**src/rtl/interrupt_sequencer.sv**
```systemverilog
// Interrupt conditioning for CPU int1..int4: synchronizes four raw sources,
// latches rising edges as pending events, and replays them one at a time as
// fixed-width pulses separated by a guaranteed idle gap. Lost events are
// recorded in sticky flags.
module interrupt_sequencer #(
  parameter int PULSE_CYCLES = 4,
  parameter int GAP_CYCLES   = 8
) (
  input  logic       clk,
  input  logic       reset,
  input  logic [3:0] int_in,
  input  logic [3:0] int_mask,
  input  logic       clear_lost,
  output logic [3:0] int_out,
  output logic [3:0] pending,
  output logic [3:0] lost,
  output logic       busy
);

  localparam int MAX_CYCLES = (PULSE_CYCLES > GAP_CYCLES) ? PULSE_CYCLES : GAP_CYCLES;
  localparam int CW         = $clog2(MAX_CYCLES + 1);

  typedef enum logic [1:0] {
    IDLE,
    PULSE,
    GAP
  } state_t;

  state_t        state, state_nx;
  logic [CW-1:0] count, count_nx;
  logic [3:0]    s1, s2, s3;
  logic [3:0]    rise, avail, sel, clr;
  logic [3:0]    out_nx, pending_nx, lost_nx;

  // Two-flop synchronizer plus one history flop for edge detection
  always_ff @(posedge clk or posedge reset) begin
    if (reset) begin
      s1 <= '0;
      s2 <= '0;
      s3 <= '0;
    end else begin
      s1 <= int_in;
      s2 <= s1;
      s3 <= s2;
    end
  end

  // Enabled rising edges, serviceable events, and lowest-index selection
  always_comb begin
    rise  = s2 & ~s3 & int_mask;
    avail = pending & int_mask;
    sel   = avail & (~avail + 4'd1);
  end

  // Sequencer next state: choose in IDLE, time the pulse, then time the gap
  always_comb begin
    state_nx = state;
    count_nx = count;
    out_nx   = int_out;
    clr      = '0;
    unique case (state)
      IDLE: begin
        if (avail != '0) begin
          state_nx = PULSE;
          out_nx   = sel;
          clr      = sel;
          count_nx = CW'(PULSE_CYCLES - 1);
        end
      end
      PULSE: begin
        if (count == '0) begin
          state_nx = GAP;
          out_nx   = '0;
          count_nx = CW'(GAP_CYCLES - 1);
        end else begin
          count_nx = count - CW'(1);
        end
      end
      GAP: begin
        if (count == '0) begin
          state_nx = IDLE;
        end else begin
          count_nx = count - CW'(1);
        end
      end
      default: begin
        state_nx = IDLE;
        out_nx   = '0;
        count_nx = '0;
      end
    endcase
  end

  // Event bookkeeping: a new edge outranks the selection clear and the lost clear
  always_comb begin
    pending_nx = (pending & ~clr) | rise;
    lost_nx    = (lost & ~{4{clear_lost}}) | (rise & pending & ~clr);
  end

  // Registered sequencer state and event flags
  always_ff @(posedge clk or posedge reset) begin
    if (reset) begin
      state   <= IDLE;
      count   <= '0;
      int_out <= '0;
      pending <= '0;
      lost    <= '0;
    end else begin
      state   <= state_nx;
      count   <= count_nx;
      int_out <= out_nx;
      pending <= pending_nx;
      lost    <= lost_nx;
    end
  end

  // Busy covers both the pulse and the enforced gap
  always_comb busy = (state != IDLE);

endmodule

```
**config.mk**
```make
export PLATFORM = sky130hd
export DESIGN_NAME = interrupt_sequencer
export DESIGN_NICKNAME = d
export VERILOG_FILES = /design/src/rtl/interrupt_sequencer.sv
export SDC_FILE = /design/constraint.sdc
export NUM_CORES = 1
export LEC_CHECK = 0
export CORE_MARGIN = 4
export CORE_UTILIZATION = 25
export DETAILED_ROUTE_END_ITERATION = 8
export SKIP_CTS_REPAIR_TIMING = 1
export SYNTH_ARGS = -nofsm -noshare
export SYNTH_HDL_FRONTEND = slang
export SYNTH_SLANG_ARGS = --single-unit
```
**constraint.sdc**
```tcl
create_clock -name clk -period 1.4 [get_ports clk]
set_input_delay 0.35 -clock clk [delete_from_list [all_inputs] [get_ports clk]]
set_output_delay 0.35 -clock clk [all_outputs]
set_load 0.05 [all_outputs]
```
# Word level (Yosys, flattened, before mapping)
# Cells that the tools add are included.
classes:
  n_addsub: 2
  multipliers: 0
  div: 0
  n_lt_le_gt_ge: 0
  n_eq_ne: 6
  n_shift: 0
  n_mux: 13
  bitwise_logic: 15
  n_reduce_logical: 7
ops:
  columns: ["operator", "count"]
  rows:
  - ["$and 4x4->4", 8]
  - ["$mux 4", 7]
  - ["$pmux 4 s3", 2]
  - ["$not 4->4", 4]
  - ["$ne 2x2->1 const B", 4]
  - ["$or 4x4->4", 2]
  - ["$mux 2", 3]
  - ["$pmux 2 s3", 1]
  - ["$reduce_and 3->1", 2]
  - ["$add 4x1->4 const B", 1]
  - ["$logic_not 4->1", 1]
  - ["$reduce_bool 4->1", 1]
  - ["$sub 4x1->4 const B", 1]
  - ["$eq 2x1->1 const B", 1]
  - ["$eq 2x2->1 const B", 1]
  - ["$logic_not 2->1", 1]
  - ["$reduce_and 2->1", 1]
  - ["$reduce_bool 2->1", 1]
  - ["$not 1->1", 1]
totals:
  register_bits: 30
  latchBits: 0
  ramBits: 0
  mem_bits_ro: 0
  input_bits: 11
  out_inout_bits: 13
  wordCells: 51
  n_memories: 0

# Depth between registers and ports, before layout
# Gate-level depths: netlist of the first run.
depth:
  word_depth: 9
  mapped_depth: 5
  mapped_depth_nobuf: 5

# Worst setup path before layout of the first run
# Ideal clock, no wire load.
synth_timing:
  path_type: "register to register"
  start: "register pending[2]"
  end: "register count[2]"
  setup_time_ns: 0.126
  arrival_ns: 1.439
  required_ns: 1.274
  slack_ns: -0.165
  path_stages_with_launch: 4
  path_buffers: 0
  period_less_slack_ns: 1.565
  cell_sequence: "dfrtp_1 > a22oi_2 > and3_4 > a221o_1"
synth_via:
  elab_chain_cells: 4
synth_rtl:
  columns: ["item", "line", "source"]
  rows:
  - ["from (decl)", "15", "output logic [3:0] pending,"]
  - ["from (signal assigned)", "112", "pending <= pending_nx;"]
  - ["$and 4x4->4", "51", "avail = pending & int_mask;"]
  - ["$reduce_bool 4->1", "63", "if (avail != '0) begin"]
  - ["$ne 2x2->1 (no source line)", null, null]
  - ["$reduce_and 2->1 (no source line)", null, null]
  - ["to (signal assigned)", "110", "count <= count_nx;"]
  - ["to (decl)", "30", "logic [CW-1:0] count, count_nx;"]
# No other way between the ends.
# A chain may end at the register's enable or synchronous reset.

# Worst setup path in the final report of the first run
layout_timing:
  start: "register state[0]"
  end: "register pending[2]"
layout_via:
  elab_chain_cells: 5
layout_rtl:
  columns: ["item", "line", "source"]
  rows:
  - ["from (decl)", "29", "state_t state, state_nx;"]
  - ["from (signal assigned)", "109", "state <= state_nx;"]
  - ["$logic_not 2->1", "61", "unique case (state)"]
  - ["$mux 4", "61", null]
  - ["$not 4->4", "96", "pending_nx = (pending & ~clr) | rise;"]
  - ["$and 4x4->4", "96", null]
  - ["$or 4x4->4", "96", null]
  - ["named net pending_nx[2]", "33", "logic [3:0] out_nx, pending_nx, lost_nx;"]
# The timed path passes the listed nets, and every way through them passes these cells.

==> run metrics, run 1 <==
GR Overflow Total=0; Non-Filler Instances=226; register area share after synthesis=58.0%; peak supply drop=1.08 mV; Synth top area share=58.0%; Pint=0.00275 W; Switching Power=0.00176 W; clk sink count=30; Avg Cell Area, Syn=12.2 sq um; vias after detailed routing=1050; Worst Hold Class=reg2reg; total wire length=3.07 mm; Min-Delay Startpoint=s1[1]; I/O Buffers=23; Syn Inst Count=106; top post-synthesis cells by area=dfrtp_1 58%, a32o_1 5.4%, inv_1 2.3%, nand2_1 2.0%, nand3_1 1.9%; remaining antenna violation count=0; RR Startpoint=state[0]; fmax=713 MHz; routability cong.=0.741; clock tree root buffer cell=clkbuf_8; clk_lat worst skew=290 ps; fillers=487; most numerous cell in the Yosys netlist=dfrtp_1; fraction of registers with async set/reset=100%; max-cap violations=0; vias in the first global route=1088; placed cells=212; violated checks=setup timing; LEAKAGE=0.902 nW; Layout area overhead=60.3%; Mapped Area=0.00129 sq mm; RSZ-0062 raised after global routing=true; Max Root-Sink Buffers=2; status=finished, violations left; Critical Path Fanout Max=6; Synth Flop Type=dfrtp_1; global-route wire length before repair=4.99 mm; Sw Share=39.0%; final hold vios=0; area leader, netlist=dfrtp_1; CTS tree=yes; Final period util=100%; GRT Overall Usage=10.4%; endpoint class of the critical path=flip-flop; Syn Nets=118; htree depth=2; Fin Clk Skew=7.85 ps; #FFs+latches synth=30; die height=79.9 um; core area=0.00488 sq mm; Rel. slew slack=81.3%; Setup violations, final=3; Unique masters post-synth=36; Tmin final=1400 ps; Worst Path Required=1570 ps; nets=170; # rows=25; share of cells above drive strength 1=39.6%; pre-CTS setup slack=-329 ps; WP data arrival=1580 ps; Pwr per Cell Area=2180 mW/mm^2; die width=79.9 um; largest net degree at the start of global routing=31; EDFF count, synth=0; hold slack=347 ps; HPWL Detailed=2.11 mm; Yosys Warn Count=0; post-route worst setup slack=-2.77 ps; top cell types by occurrence after synthesis=30 x dfrtp_1, 8 x inv_1, 7 x a32o_1, 7 x nand2_1, 5 x nand3_1; Clock Power Share=15.9%; Initial DRC Count=50; CTS buffer count=5; diodes inserted=0; Clock transition at path regs=60 ps; sequential share of power=30.4%; Initial Util=26.5%; CP Class=reg2reg; io pins=24; Critical Path Start=state[0]; max-slew violation count=0; initial antenna violation count=0; routed vias/inst=4.65; Residual DRC=0; Die Area=0.00639 sq mm; drt pass-1 iters=4; wire per inst=13.6 um; Critical Path Start Type=flip-flop; Slew @ Worst Pin=280 ps; combinational share of power=53.7%
==> final timing paths <==
kind | to | slack [ps] | cells past startpoint
setup / recovery | pending[2] | -3 | 5
hold / removal | s2[1] | 350 | 0
setup reg to reg | pending[2] | -3 | 5
hold reg to reg | s2[1] | 350 | 0
max in group asynchronous | pending[2] | 820 | 3
min in group asynchronous | lost[0] | 400 | 3
==> registers in the layout (all words and copies together), names as in the netlist <==
| register | cells |
|---|---|
| s2 | 4 |
| pending | 4 |
| count | 4 |
| lost | 4 |
| state | 2 |
| s1 | 4 |
| s3 | 4 |
| int_out | 4 |
==> cells in the final DEF (no fill, tap or decap), types with 4 or more instances in the layout <==
cell	instances
nand3_1	4
nand4_1	4
buf_6	4
dfrtp_1	24
clkbuf_8	6
inv_1	6
a32o_1	7
nand2_1	6
clkdlybuf4s50_1	10
buf_4	20
dfrtp_2	6
buf_12	14
==> power by group through the flow <==
stage               logic, W  clock network, W  registers [W]
finish               0.00242          0.000719        0.00137
global route         0.00258          0.000777        0.00141
floorplan           0.000821                 0        0.00166
CTS                  0.00217          0.000735        0.00136
detailed placement   0.00217                 0        0.00137
global placement     0.00211                 0        0.00136
==> through the flow <==
stage / TNS, ps / power [W] / instance area (sq um) / utilization [%]
floorplan: 0 / 0.00248 / 1300 / -
global placement: -3540 / 0.00347 / 1870 / 38.3
detailed placement: -3790 / 0.00353 / 1870 / 38.3
CTS: -239 / 0.00427 / 1960 / 40.1
global route: -429 / 0.00476 / 2070 / 42.5
finish: -6.70 / 0.00451 / 2070 / 42.5
==> kinds of logic after synthesis <==
group	synth area share, %
AOI/OAI and AO/OA	16.3
xor gates and xnor gates	1.35
adders and majority gates	0.967
buffers and inverters	4.64
DFF	58.0
and+or+nand+nor	18.7
==> worst max-delay path: stages (launching register included) <==
cell and delay [ps]:
dfrtp_2 440, buf_6 140, a211oi_4 280, buf_6 170
nand3_2 60, a32o_1 200
==> per-layer routing <==
metal,vias up,wire length [um],GRT usage (%)
li1,494,-,-
met1,518,1340,12.7
met2,27,1480,15.3
met3,11,147,4.06
met4,0,101,6.42
met5,-,0,0
==> layout make-up <==
class                           count  area (sq um)  share of cell area, %
Sequential cell                    30           758                   36.6
Timing Repair Buffer               48           576                   27.7
Multi-Input combinational cell     65           537                   25.9
Clock buffer                        8          90.1                   4.34
Tap cell                           67          83.8                   4.04
Inverter                            8          30.0                   1.45
(Power assumes the default switching activity.)
==> run 2: changes to the inputs <==
--- a/config.mk
+++ b/config.mk
@@ -7,6 +7,7 @@
 export LEC_CHECK = 0
 export CORE_MARGIN = 4
 export CORE_UTILIZATION = 25
+export CTS_BUF_LIST = sky130_fd_sc_hd__clkbuf_4 sky130_fd_sc_hd__clkbuf_8
 export DETAILED_ROUTE_END_ITERATION = 8
 export SKIP_CTS_REPAIR_TIMING = 1
 export SYNTH_ARGS = -nofsm -noshare
==> run 2 against run 1 <==
Against the previous run: the flow still finishes with violations (setup timing); clock skew rose by 0.68 ps; critical path type unchanged; combinational power barely moved; cell area rose by 0.42%; highest routed layer unchanged.
==> run metrics, run 2 (same netlist as run 1, synthesis figures left out) <==
Setup violations, final=4; slowest CP cell=dfrtp_2; wire per inst=13.7 um; Tmin final=1440 ps; total wire length=3.10 mm; Max Root-Sink Buffers=2; Final period util=103%; post-route worst setup slack=-36.2 ps; final hold vios=0; clk sink count=30; Buffers & Inverters on Critical Path=2; RSZ-0062 raised after global routing=true; Die Area=0.00639 sq mm; most frequent CP cell=buf_6; global-route wire length before repair=5.01 mm; violated checks=setup timing; Worst Hold Class=reg2reg; endpoint class of the critical path=flip-flop; LEAKAGE=0.911 nW; peak supply drop=1.05 mV; Sw Share=38.7%; Clock transition at path regs=70 ps; routability cong.=0.741; cell family with most CP delay=compound AO/OA/AOI/OAI gates; Clock Power Share=16.6%; vias in the first global route=1091; nets=170; Non-Filler Instances=226; die height=79.9 um; max-cap violations=0; GR Overflow Total=0; Initial Util=26.5%; status=finished, violations left; CTS tree=yes; slowest cell delay on critical path=440 ps; io pins=24; most frequent cells in the layout=24 x dfrtp_1, 20 x buf_4, 14 x buf_12; htree depth=2; Pint=0.00280 W; max-slew violation count=0; fmax=696 MHz; CTS buffer count=5; remaining antenna violation count=0; I/O Buffers=23; clock tree root buffer cell=clkbuf_8; # rows=25; HPWL Detailed=2.11 mm; initial antenna violation count=0; drt pass-1 iters=4; clk_lat worst skew=290 ps; core area=0.00488 sq mm; overall power=0.00456 W; Switching Power=0.00176 W; worst path cell trace=buf_6 > a211oi_4 > buf_6 > nand3_2 > a32o_2; Layout area overhead=61.0%; Residual DRC=0; Fin Clk Skew=8.53 ps; combinational share of power=53.3%; Critical Path Fanout Max=6; GRT Overall Usage=10.5%; Worst Path Required=1570 ps; vias after detailed routing=1043; Pwr per Cell Area=2190 mW/mm^2; placed cells=212; diodes inserted=0; largest net degree at the start of global routing=31; sequential share of power=30.1%; WP data arrival=1610 ps; Rel. slew slack=81.3%; share of cells above drive strength 1=41.5%; routed vias/inst=4.62; Slew @ Worst Pin=281 ps; Initial DRC Count=46; most common cell after layout, fill and taps aside=dfrtp_1; Critical Path Start Type=flip-flop; Final Core Density=42.7%; CP Class=reg2reg; die width=79.9 um; fillers=489
run 2: per-stage QoR:
step           worst slack [ps]  instance area (sq um)  TNS, ps  hold slack, ps
2_1_floorplan              25.7                   1300        0             331
3_3_place_gp               -319                   1870    -3540             334
3_5_place_dp               -329                   1870    -3790             336
4_1_cts                    -132                   1970     -254             349
5_1_grt                   -70.2                   2080     -422             358
6_report                  -36.2                   2080    -55.6             349
run 2: power by group through the flow:
| stage | clock (W) | sequential, W | combinational [W] |
|---|---|---|---|
| final | 0.000759 | 0.00137 | 0.00243 |
| after global routing | 0.000818 | 0.00141 | 0.00258 |
| after CTS | 0.000774 | 0.00136 | 0.00217 |
| after detailed placement | 0 | 0.00137 | 0.00217 |
| after global placement | 0 | 0.00136 | 0.00211 |
| after floorplan | 0 | 0.00166 | 0.000821 |
run 2: per-layer routing:
layer	share of wire (%)	track usage, %
met1	43	12.5
met2	49	15.9
met3	4.8	4.06
met4	3.1	6.42
met5	0	0
run 2: cell type report:
type	count	area, sq um	share of cell area (%)
timing repair buffer	48	576	27.6
inverter	8	30.0	1.44
sequential	30	758	36.4
tap	67	83.8	4.02
clock buffer	8	97.6	4.68
multi-input combinational	65	538	25.8
run 2: worst paths after layout:
path	to	slack (ps)	cells past startpoint	from
worst max register to register	pending[2]	-40	5	state[0]
worst max-delay path	pending[2]	-40	5	state[0]
min in group asynchronous	lost[0]	400	3	reset
worst min register to register	s2[2]	350	0	s1[2]
worst min-delay path	s2[2]	350	0	s1[2]
max in group asynchronous	pending[1]	820	3	reset
